$ cat src/rtl/fifo_wr_arbiter.sv
// fifo_wr_arbiter: round-robin arbiter that shares one FIFO write port among
// NUM_REQ valid/ready requesters. A grant lasts for at most MAX_BURST beats,
// and a full FIFO holds the current grant without writing.
module fifo_wr_arbiter #(
    parameter  int NUM_REQ   = 4,
    parameter  int WIDTH     = 16,
    parameter  int MAX_BURST = 4,
    localparam int IDW       = (NUM_REQ > 1) ? $clog2(NUM_REQ) : 1,
    localparam int BCW       = $clog2(MAX_BURST + 1)
) (
    input  logic                     clk_i,
    input  logic                     rst_ni,
    input  logic [NUM_REQ-1:0]       req_valid_i,
    input  logic [NUM_REQ*WIDTH-1:0] req_data_i,
    output logic [NUM_REQ-1:0]       req_ready_o,
    input  logic                     fifo_full_i,
    output logic                     fifo_write_en_o,
    output logic [WIDTH-1:0]         fifo_data_in_o,
    output logic                     busy_o,
    output logic [IDW-1:0]           grant_id_o,
    output logic [15:0]              wr_count_o
);

    typedef enum logic {
        IDLE  = 1'b0,
        GRANT = 1'b1
    } state_e;

    state_e           state_q, state_d;
    logic [IDW-1:0]   gnt_q, gnt_d;
    logic [IDW-1:0]   rr_q, rr_d;
    logic [BCW-1:0]   beat_q, beat_d;
    logic [15:0]      wr_q, wr_d;

    logic [IDW-1:0]   nextPtr;
    logic [IDW-1:0]   scanStart;
    logic [IDW-1:0]   candIdx;
    logic [IDW-1:0]   selIdx;
    logic             selFound;
    logic             writeEn;
    logic             doRelease;
    logic [WIDTH-1:0] lanes [NUM_REQ];

    for (genvar i = 0; i < NUM_REQ; i++) begin : g_lane
        assign lanes[i] = req_data_i[i*WIDTH +: WIDTH];
    end

    assign nextPtr = (gnt_q == IDW'(NUM_REQ - 1)) ? '0 : gnt_q + IDW'(1);

    // Round-robin selection: first valid requester at or after the scan start.
    always_comb begin
        scanStart = (state_q == GRANT) ? nextPtr : rr_q;
        selFound  = 1'b0;
        selIdx    = '0;
        candIdx   = '0;
        for (int k = NUM_REQ - 1; k >= 0; k--) begin
            candIdx = IDW'((int'(scanStart) + k) % NUM_REQ);
            if (req_valid_i[candIdx]) begin
                selFound = 1'b1;
                selIdx   = candIdx;
            end
        end
    end

    // Next-state logic and handshake outputs for the IDLE/GRANT machine.
    always_comb begin
        state_d     = state_q;
        gnt_d       = gnt_q;
        rr_d        = rr_q;
        beat_d      = beat_q;
        wr_d        = wr_q;
        req_ready_o = '0;
        writeEn     = 1'b0;
        doRelease   = 1'b0;
        case (state_q)
            IDLE: begin
                if (|req_valid_i) begin
                    gnt_d   = selIdx;
                    beat_d  = '0;
                    state_d = GRANT;
                end
            end
            GRANT: begin
                writeEn            = req_valid_i[gnt_q] & ~fifo_full_i;
                req_ready_o[gnt_q] = ~fifo_full_i;
                if (writeEn) begin
                    beat_d = beat_q + BCW'(1);
                    wr_d   = wr_q + 16'd1;
                end
                doRelease = ~req_valid_i[gnt_q]
                          | (writeEn & (beat_q == BCW'(MAX_BURST - 1)));
                if (doRelease) begin
                    rr_d = nextPtr;
                    if (selFound) begin
                        gnt_d  = selIdx;
                        beat_d = '0;
                    end else begin
                        gnt_d   = '0;
                        state_d = IDLE;
                    end
                end
            end
            default: begin
                state_d = IDLE;
                gnt_d   = '0;
            end
        endcase
    end

    assign fifo_write_en_o = writeEn;
    assign fifo_data_in_o  = lanes[gnt_q];
    assign busy_o          = (state_q == GRANT);
    assign grant_id_o      = gnt_q;
    assign wr_count_o      = wr_q;

    // State register; reset aborts any burst in progress.
    always_ff @(posedge clk_i or negedge rst_ni) begin
        if (!rst_ni) begin
            state_q <= IDLE;
            gnt_q   <= '0;
            rr_q    <= '0;
            beat_q  <= '0;
            wr_q    <= '0;
        end else begin
            state_q <= state_d;
            gnt_q   <= gnt_d;
            rr_q    <= rr_d;
            beat_q  <= beat_d;
            wr_q    <= wr_d;
        end
    end

endmodule

$ cat config.mk
export PLATFORM = sky130hd
export DESIGN_NAME = fifo_wr_arbiter
export DESIGN_NICKNAME = d
export VERILOG_FILES = /design/src/rtl/fifo_wr_arbiter.sv
export SDC_FILE = /design/constraint.sdc
export NUM_CORES = 1
export LEC_CHECK = 0
export CORE_ASPECT_RATIO = 0.6
export CORE_MARGIN = 2
export CORE_UTILIZATION = 36
export CTS_BUF_LIST = sky130_fd_sc_hd__clkbuf_16
export CTS_CLUSTER_DIAMETER = 50
export DETAILED_ROUTE_END_ITERATION = 16
export HOLD_SLACK_MARGIN = 0.12
export PLACE_DENSITY = 0.8
export SLEW_MARGIN = 20
export SYNTH_ARGS = -nofsm -noshare
export SYNTH_HDL_FRONTEND = slang
export SYNTH_SLANG_ARGS = --single-unit
export TNS_END_PERCENT = 100
$ cat constraint.sdc
create_clock -name clk_i -period 3.7 [get_ports clk_i]
set_clock_uncertainty 0.2 [all_clocks]
set_input_delay 1.11 -clock clk_i [delete_from_list [all_inputs] [get_ports clk_i]]
set_output_delay 1.11 -clock clk_i [all_outputs]
set_load 0.1 [all_outputs]
* Word-level counts from Yosys, hierarchy flattened *
Cells that the tools add are included.

cells by class
  add/subtract/negate cells = 6
  order comparisons = 7
  equality and inequality tests = 4
  muxes and demuxes = 40
  bitwise gates (word level) = 8
  reduce and logical (&&, ||, !) cells = 5

operator list
  kind                                                        count
  binary-select mux 16 bit (select 2 bit)                     1
  two-way mux 16 bit                                          2
  two-way mux 2 bit                                           9
  adder 16 x 1 -> 16 bit, second input constant               1
  less-than comparator 2 x 3 -> 1 bit, second input constant  5
  two-way mux 1 bit                                           14
  two-way mux 3 bit                                           4
  binary-select mux 1 bit (select 2 bit)                      5
  one-hot mux 3 bit (2 select lines)                          1
  AND reduction 2 bit                                         3
  adder 2 x 1 -> 2 bit, second input constant                 2
  adder 2 bit, second input constant                          2
  AND 4 bit                                                   1
  two-way mux 4 bit                                           1
  one-hot mux 2 bit (2 select lines)                          1
  OR reduction 4 bit                                          1
  adder 3 x 1 -> 3 bit, second input constant                 1
  == test 3 x 2 -> 1 bit, second input constant               1
  greater-or-equal comparator 3 bit, second input constant    1
  inverter 1 bit                                              3
  inverter 2 -> 3 bit                                         1
  AND 1 bit                                                   2
  demux 1 bit (select 2 bit)                                  1
  == test 2 bit, second input constant                        1
  6 further kinds                                             6

word-level totals
  bits in registers = 24
  input bits = 71
  output and inout port bits = 40
  word-level logic and storage cells = 75

* Logic depth before layout (Yosys ltp) *
  word-level depth = 13
  mapped depth = 9
  gate-level depth less buffers = 7

* Worst setup path after synthesis *
OpenSTA, ideal clock, no wires.

  path type = register to output
  start point = register gnt_q[0] (netlist: grant_id_o[0])
  end point = output port req_ready_o[2]
  arrival = 2.342 ns
  data required time = 2.390 ns
  path slack = 0.048 ns
  stages on the path, launching flop included = 6
  buffers on the path = 2
  cell sequence = dfrtp_1 -> buf_6 -> buf_2 -> inv_1 -> ha_1 -> and3_1

between the ends
  longest elaborated chain between the ends = 6
  elaborated cells on any way between the ends = 7
  classes of those cells = order compare (2); mux (3); bitwise (1); reduce/logical (1)

ends and longest elaborated chain
  element                                                                                                                         RTL line  RTL
  start: declaration                                                                                                              30        logic [IDW-1:0] gnt_q, gnt_d;
  start signal: assignment                                                                                                        126       gnt_q <= gnt_d;
  less-than comparator 2 x 3 -> 1 bit (implied by the code) / greater-or-equal comparator 2 x 1 -> 1 bit (equally long branches)  85        req_ready_o[gnt_q] = ~fifo_full_i;
  logical AND 1 bit (implied by the code)                                                                                         85
  two-way mux 1 bit (implied by the code)                                                                                         85
  demux 1 bit (select 2 bit) *                                                                                                    85
  AND 4 bit (no source line) *                                                                                                    --
  two-way mux 4 bit *                                                                                                             75        case (state_q)
  end: declaration                                                                                                                15        output logic [NUM_REQ-1:0] req_ready_o,

Every way passes the cells marked *; elsewhere a longest branch is shown, timed or not.

* Worst setup path after layout *
  start point = input port req_valid_i[3]
  end point = output port fifo_write_en_o

between the ends
  longest elaborated chain between the ends = 4

ends and longest elaborated chain
  element                                  RTL line  RTL
  start: declaration                       13        input logic [NUM_REQ-1:0] req_valid_i,
  binary-select mux 1 bit (select 2 bit)   84        writeEn = req_valid_i[gnt_q] & ~fifo_full_i;
  two-way mux 1 bit (implied by the code)  84
  AND 1 bit                                84
  two-way mux 1 bit                        75
  end: declaration                         17        output logic fifo_write_en_o,

Every way passes these cells. The select of a mux whose other input is x is not followed.

==> impl_metrics.env <==
export IMPL_outcome="completed"
export IMPL_crit_slowest_cell="mux4_2"
export IMPL_reg2reg_from="grant_id_o[0]"
export IMPL_portBuffers=110
export IMPL_utilization_pct=69.74
export IMPL_grt_max_degree=25
export IMPL_ys_types=35
export IMPL_r2r_end="grant_id_o[1]"
export IMPL_route_vias_total=1638
export IMPL_slew_headroom_pct=65.86
export IMPL_worstMarginPinSlew_ns=0.5074
export IMPL_clkPwrFrac_pct=7.7
export IMPL_fillerInstances=333
export IMPL_dp_hpwl_um=4428
export IMPL_pwr_share_comb_pct=78.8
export IMPL_setup_viol=0
export IMPL_cts_tree="done"
export IMPL_numCtsBuffers=3
export IMPL_ys_flop_type="dfrtp_1"
export IMPL_cpPeakStageDelay_ns=0.49
export IMPL_drt_vias_per_instance=5.040
export IMPL_crit_cells=4
export IMPL_h_tree_depth=1
export IMPL_ys_warnings_count=0
export IMPL_netlist_instances=144
export IMPL_syn_area_um2=1695
export IMPL_synth_edf_count=0
export IMPL_total_power_mw=2.934
export IMPL_grt_usage_pct=20.05
export IMPL_grt_pass1_vias=1563
export IMPL_rsz0062_at_grt="no"
export IMPL_pwr_share_seq_pct=13.5
export IMPL_syn_avg_cell_area_um2=11.77
export IMPL_antenna_found_initial=0
export IMPL_vdd_drop_max_uv=461.7
export IMPL_cp_end_kind="primary output"
export IMPL_worstPathCellList="dlygate4sd2_1 -> mux4_2 -> and3_4 -> buf_12"
export IMPL_core_um2=4541
export IMPL_cellPowerDensity_nw_per_um2=926.6
export IMPL_die_area_um2=5292
export IMPL_drtIter0Drc=57
export IMPL_worstHoldPathType="flip-flop to flip-flop"
export IMPL_cts_root_buf="clkbuf_16"
export IMPL_holdBufCountCts=0
export IMPL_rrSetupSlack_ns=1.16
export IMPL_yosysTopAreaCellShare_pct=35.42
export IMPL_num_rows=19
export IMPL_nets=342
export IMPL_initial_core_util_pct=37.34
export IMPL_clock_latency_ns=0.25
export IMPL_fmax_mhz=282.1
export IMPL_power_internal_mw=1.315
export IMPL_die_w_um=92.60
export IMPL_hold_viol=0
export IMPL_n_antenna_cell=0
export IMPL_async_reset_ff_share_pct=100.0
export IMPL_slew_violations=0
export IMPL_grt_pass1_wl_um=8245
export IMPL_ioPinCount=111
export IMPL_layout_worst_path_cycle_share_pct=95.82
export IMPL_grt_overflow_total=0
export IMPL_cp_start_kind="primary input"
export IMPL_crit_arrival_ns=2.24
export IMPL_sw_frac_of_total_pct=55.18
export IMPL_yosys_top_cells_area="dfrtp_1 (35%), mux4_2 (23%), ha_1 (5.2%)"
export IMPL_ys_seq_elements=24
export IMPL_wl_per_cell_um=16.19
export IMPL_critPathTopFamily="multiplexers"
export IMPL_layout_drive_gt1_share_pct=30.15
export IMPL_yosysTopAreaCell="dfrtp_1"
export IMPL_leakage_nw=1.409
export IMPL_gp_congestion=0.7763
export IMPL_syn2layout_area_growth_pct=86.79
export IMPL_crit_fanout=2
export IMPL_required_ns=2.39
export IMPL_cp_startpoint="req_valid_i[3]"
export IMPL_wl_um=5263
export IMPL_ant_nets=0
export IMPL_r2r_cells=8
export IMPL_synth_nets=222
export IMPL_dr_pass1_iters=4
export IMPL_p_sw_mw=1.619
export IMPL_crit_end="fifo_write_en_o"
export IMPL_drcViolationCount=0
export IMPL_clk_path_buf_depth=2
export IMPL_period_needed_ns=3.545
export IMPL_path_clk_slew_ns=0.06
export IMPL_path_buf_inv=2
export IMPL_synth_sequential_area_ratio_pct=35.42
export IMPL_path_class="primary input to primary output"
export IMPL_cap_viol_max_count=0
export IMPL_die_y_um=57.16
export IMPL_clock_sinks=24
==> placed cells by master, fill, tap and decap left out, types with 2 or more instances in the layout <==
master	count
mux2_1	2
xor2_1	5
buf_12	22
mux2i_1	2
and3_1	8
nand4_1	6
a221o_1	2
xnor2_1	10
ha_1	7
nor2_1	6
clkdlybuf4s50_1	66
dfrtp_1	24
mux4_2	17
inv_1	8
clkbuf_16	3
dlygate4sd2_1	4
nor3_1	2
nor2_2	2
nand2_1	15
nand3_1	2
o21ai_0	4
buf_4	29
==> power groups by stage <==
stage / clock [mW] / combinational (mW) / sequential [mW]
floorplan: 0 / 1.29 / 0.666
global placement: 0 / 2.30 / 0.397
detailed placement: 0 / 2.32 / 0.400
CTS: 0.230 / 2.33 / 0.396
global route: 0.246 / 2.40 / 0.406
finish: 0.226 / 2.31 / 0.396
==> flip-flops by register name (all words and copies together), names as in the netlist <==
name        count
rr_q            2
beat_q          3
busy_o          1
wr_count_o     16
grant_id_o      2
==> how the worst min path moves through the flow <==
| stage | slack, ns | end | from | cells past startpoint |
|---|---|---|---|---|
| after floorplan | 0.25 | beat_q[2] | beat_q[2] | 2 |
| after global placement | 0.26 | wr_count_o[15] | wr_count_o[15] | 1 |
| after detailed placement | 0.26 | wr_count_o[15] | wr_count_o[15] | 1 |
| after CTS | 0.27 | wr_count_o[15] | wr_count_o[15] | 1 |
| after global routing | 0.30 | wr_count_o[15] | wr_count_o[15] | 1 |
| final | 0.27 | wr_count_o[15] | wr_count_o[15] | 1 |
==> repair_timing <==
action	4_1_cts	5_1_grt
buffers inserted	0	0
hold endpoints to repair	0	0
gates resized for setup	6	0
setup endpoints to repair	1	0
==> synth_stat cells (all sizes together), types with 2 or more instances <==
cell	n
mux2i	2
xor2	5
mux4	17
nand3	2
nand2	15
and3	9
o21ai	4
xnor2	10
ha	7
dfrtp	24
buf	5
mux2	3
nor2	8
nor3	2
inv	8
nand4	7
a221o	2
==> metal layers <==
metal  up-vias  routed length [um]  GRT usage [%]
met5         -                   0              0
met4         0                  11          2.559
met3         2                 308          4.624
met2        49                2657          33.47
met1       813                2287          27.91
li1        774                   -              -
==> kinds of logic after synthesis <==
group,after synthesis,share of synthesized area [%]
xor+xnor,15,7.749
simple gates,51,16.53
mux,22,25.98
fa+ha+maj,7,5.166
compound gates,11,4.945
buf+inv,14,4.206
flops,24,35.42
==> final cells by class <==
type	instances	area (um^2)	share of cell area [%]
timing repair buffer	121	1354	42.75
inverter	8	30.03	0.9482
multi-input combinational	106	1028	32.48
tap	63	78.83	2.489
sequential	24	600.6	18.96
clock buffer	3	75.07	2.371
==> metrics by stage <==
step                instance area, um^2  hold WS, ns  instances  TNS (ns)  setup WS (ns)
CTS                                3167       0.2744        325         0         0.1493
global placement                   3092       0.2626        322  -0.06233       -0.06233
finish                             3167       0.2699        325         0         0.1547
detailed placement                 3092       0.2627        322  -0.07412       -0.07412
global route                       3167       0.3001        325         0         0.1132
floorplan                          1695       0.2498        144         0        0.04816
No activity file was read; power rests on OpenSTA's default activity.
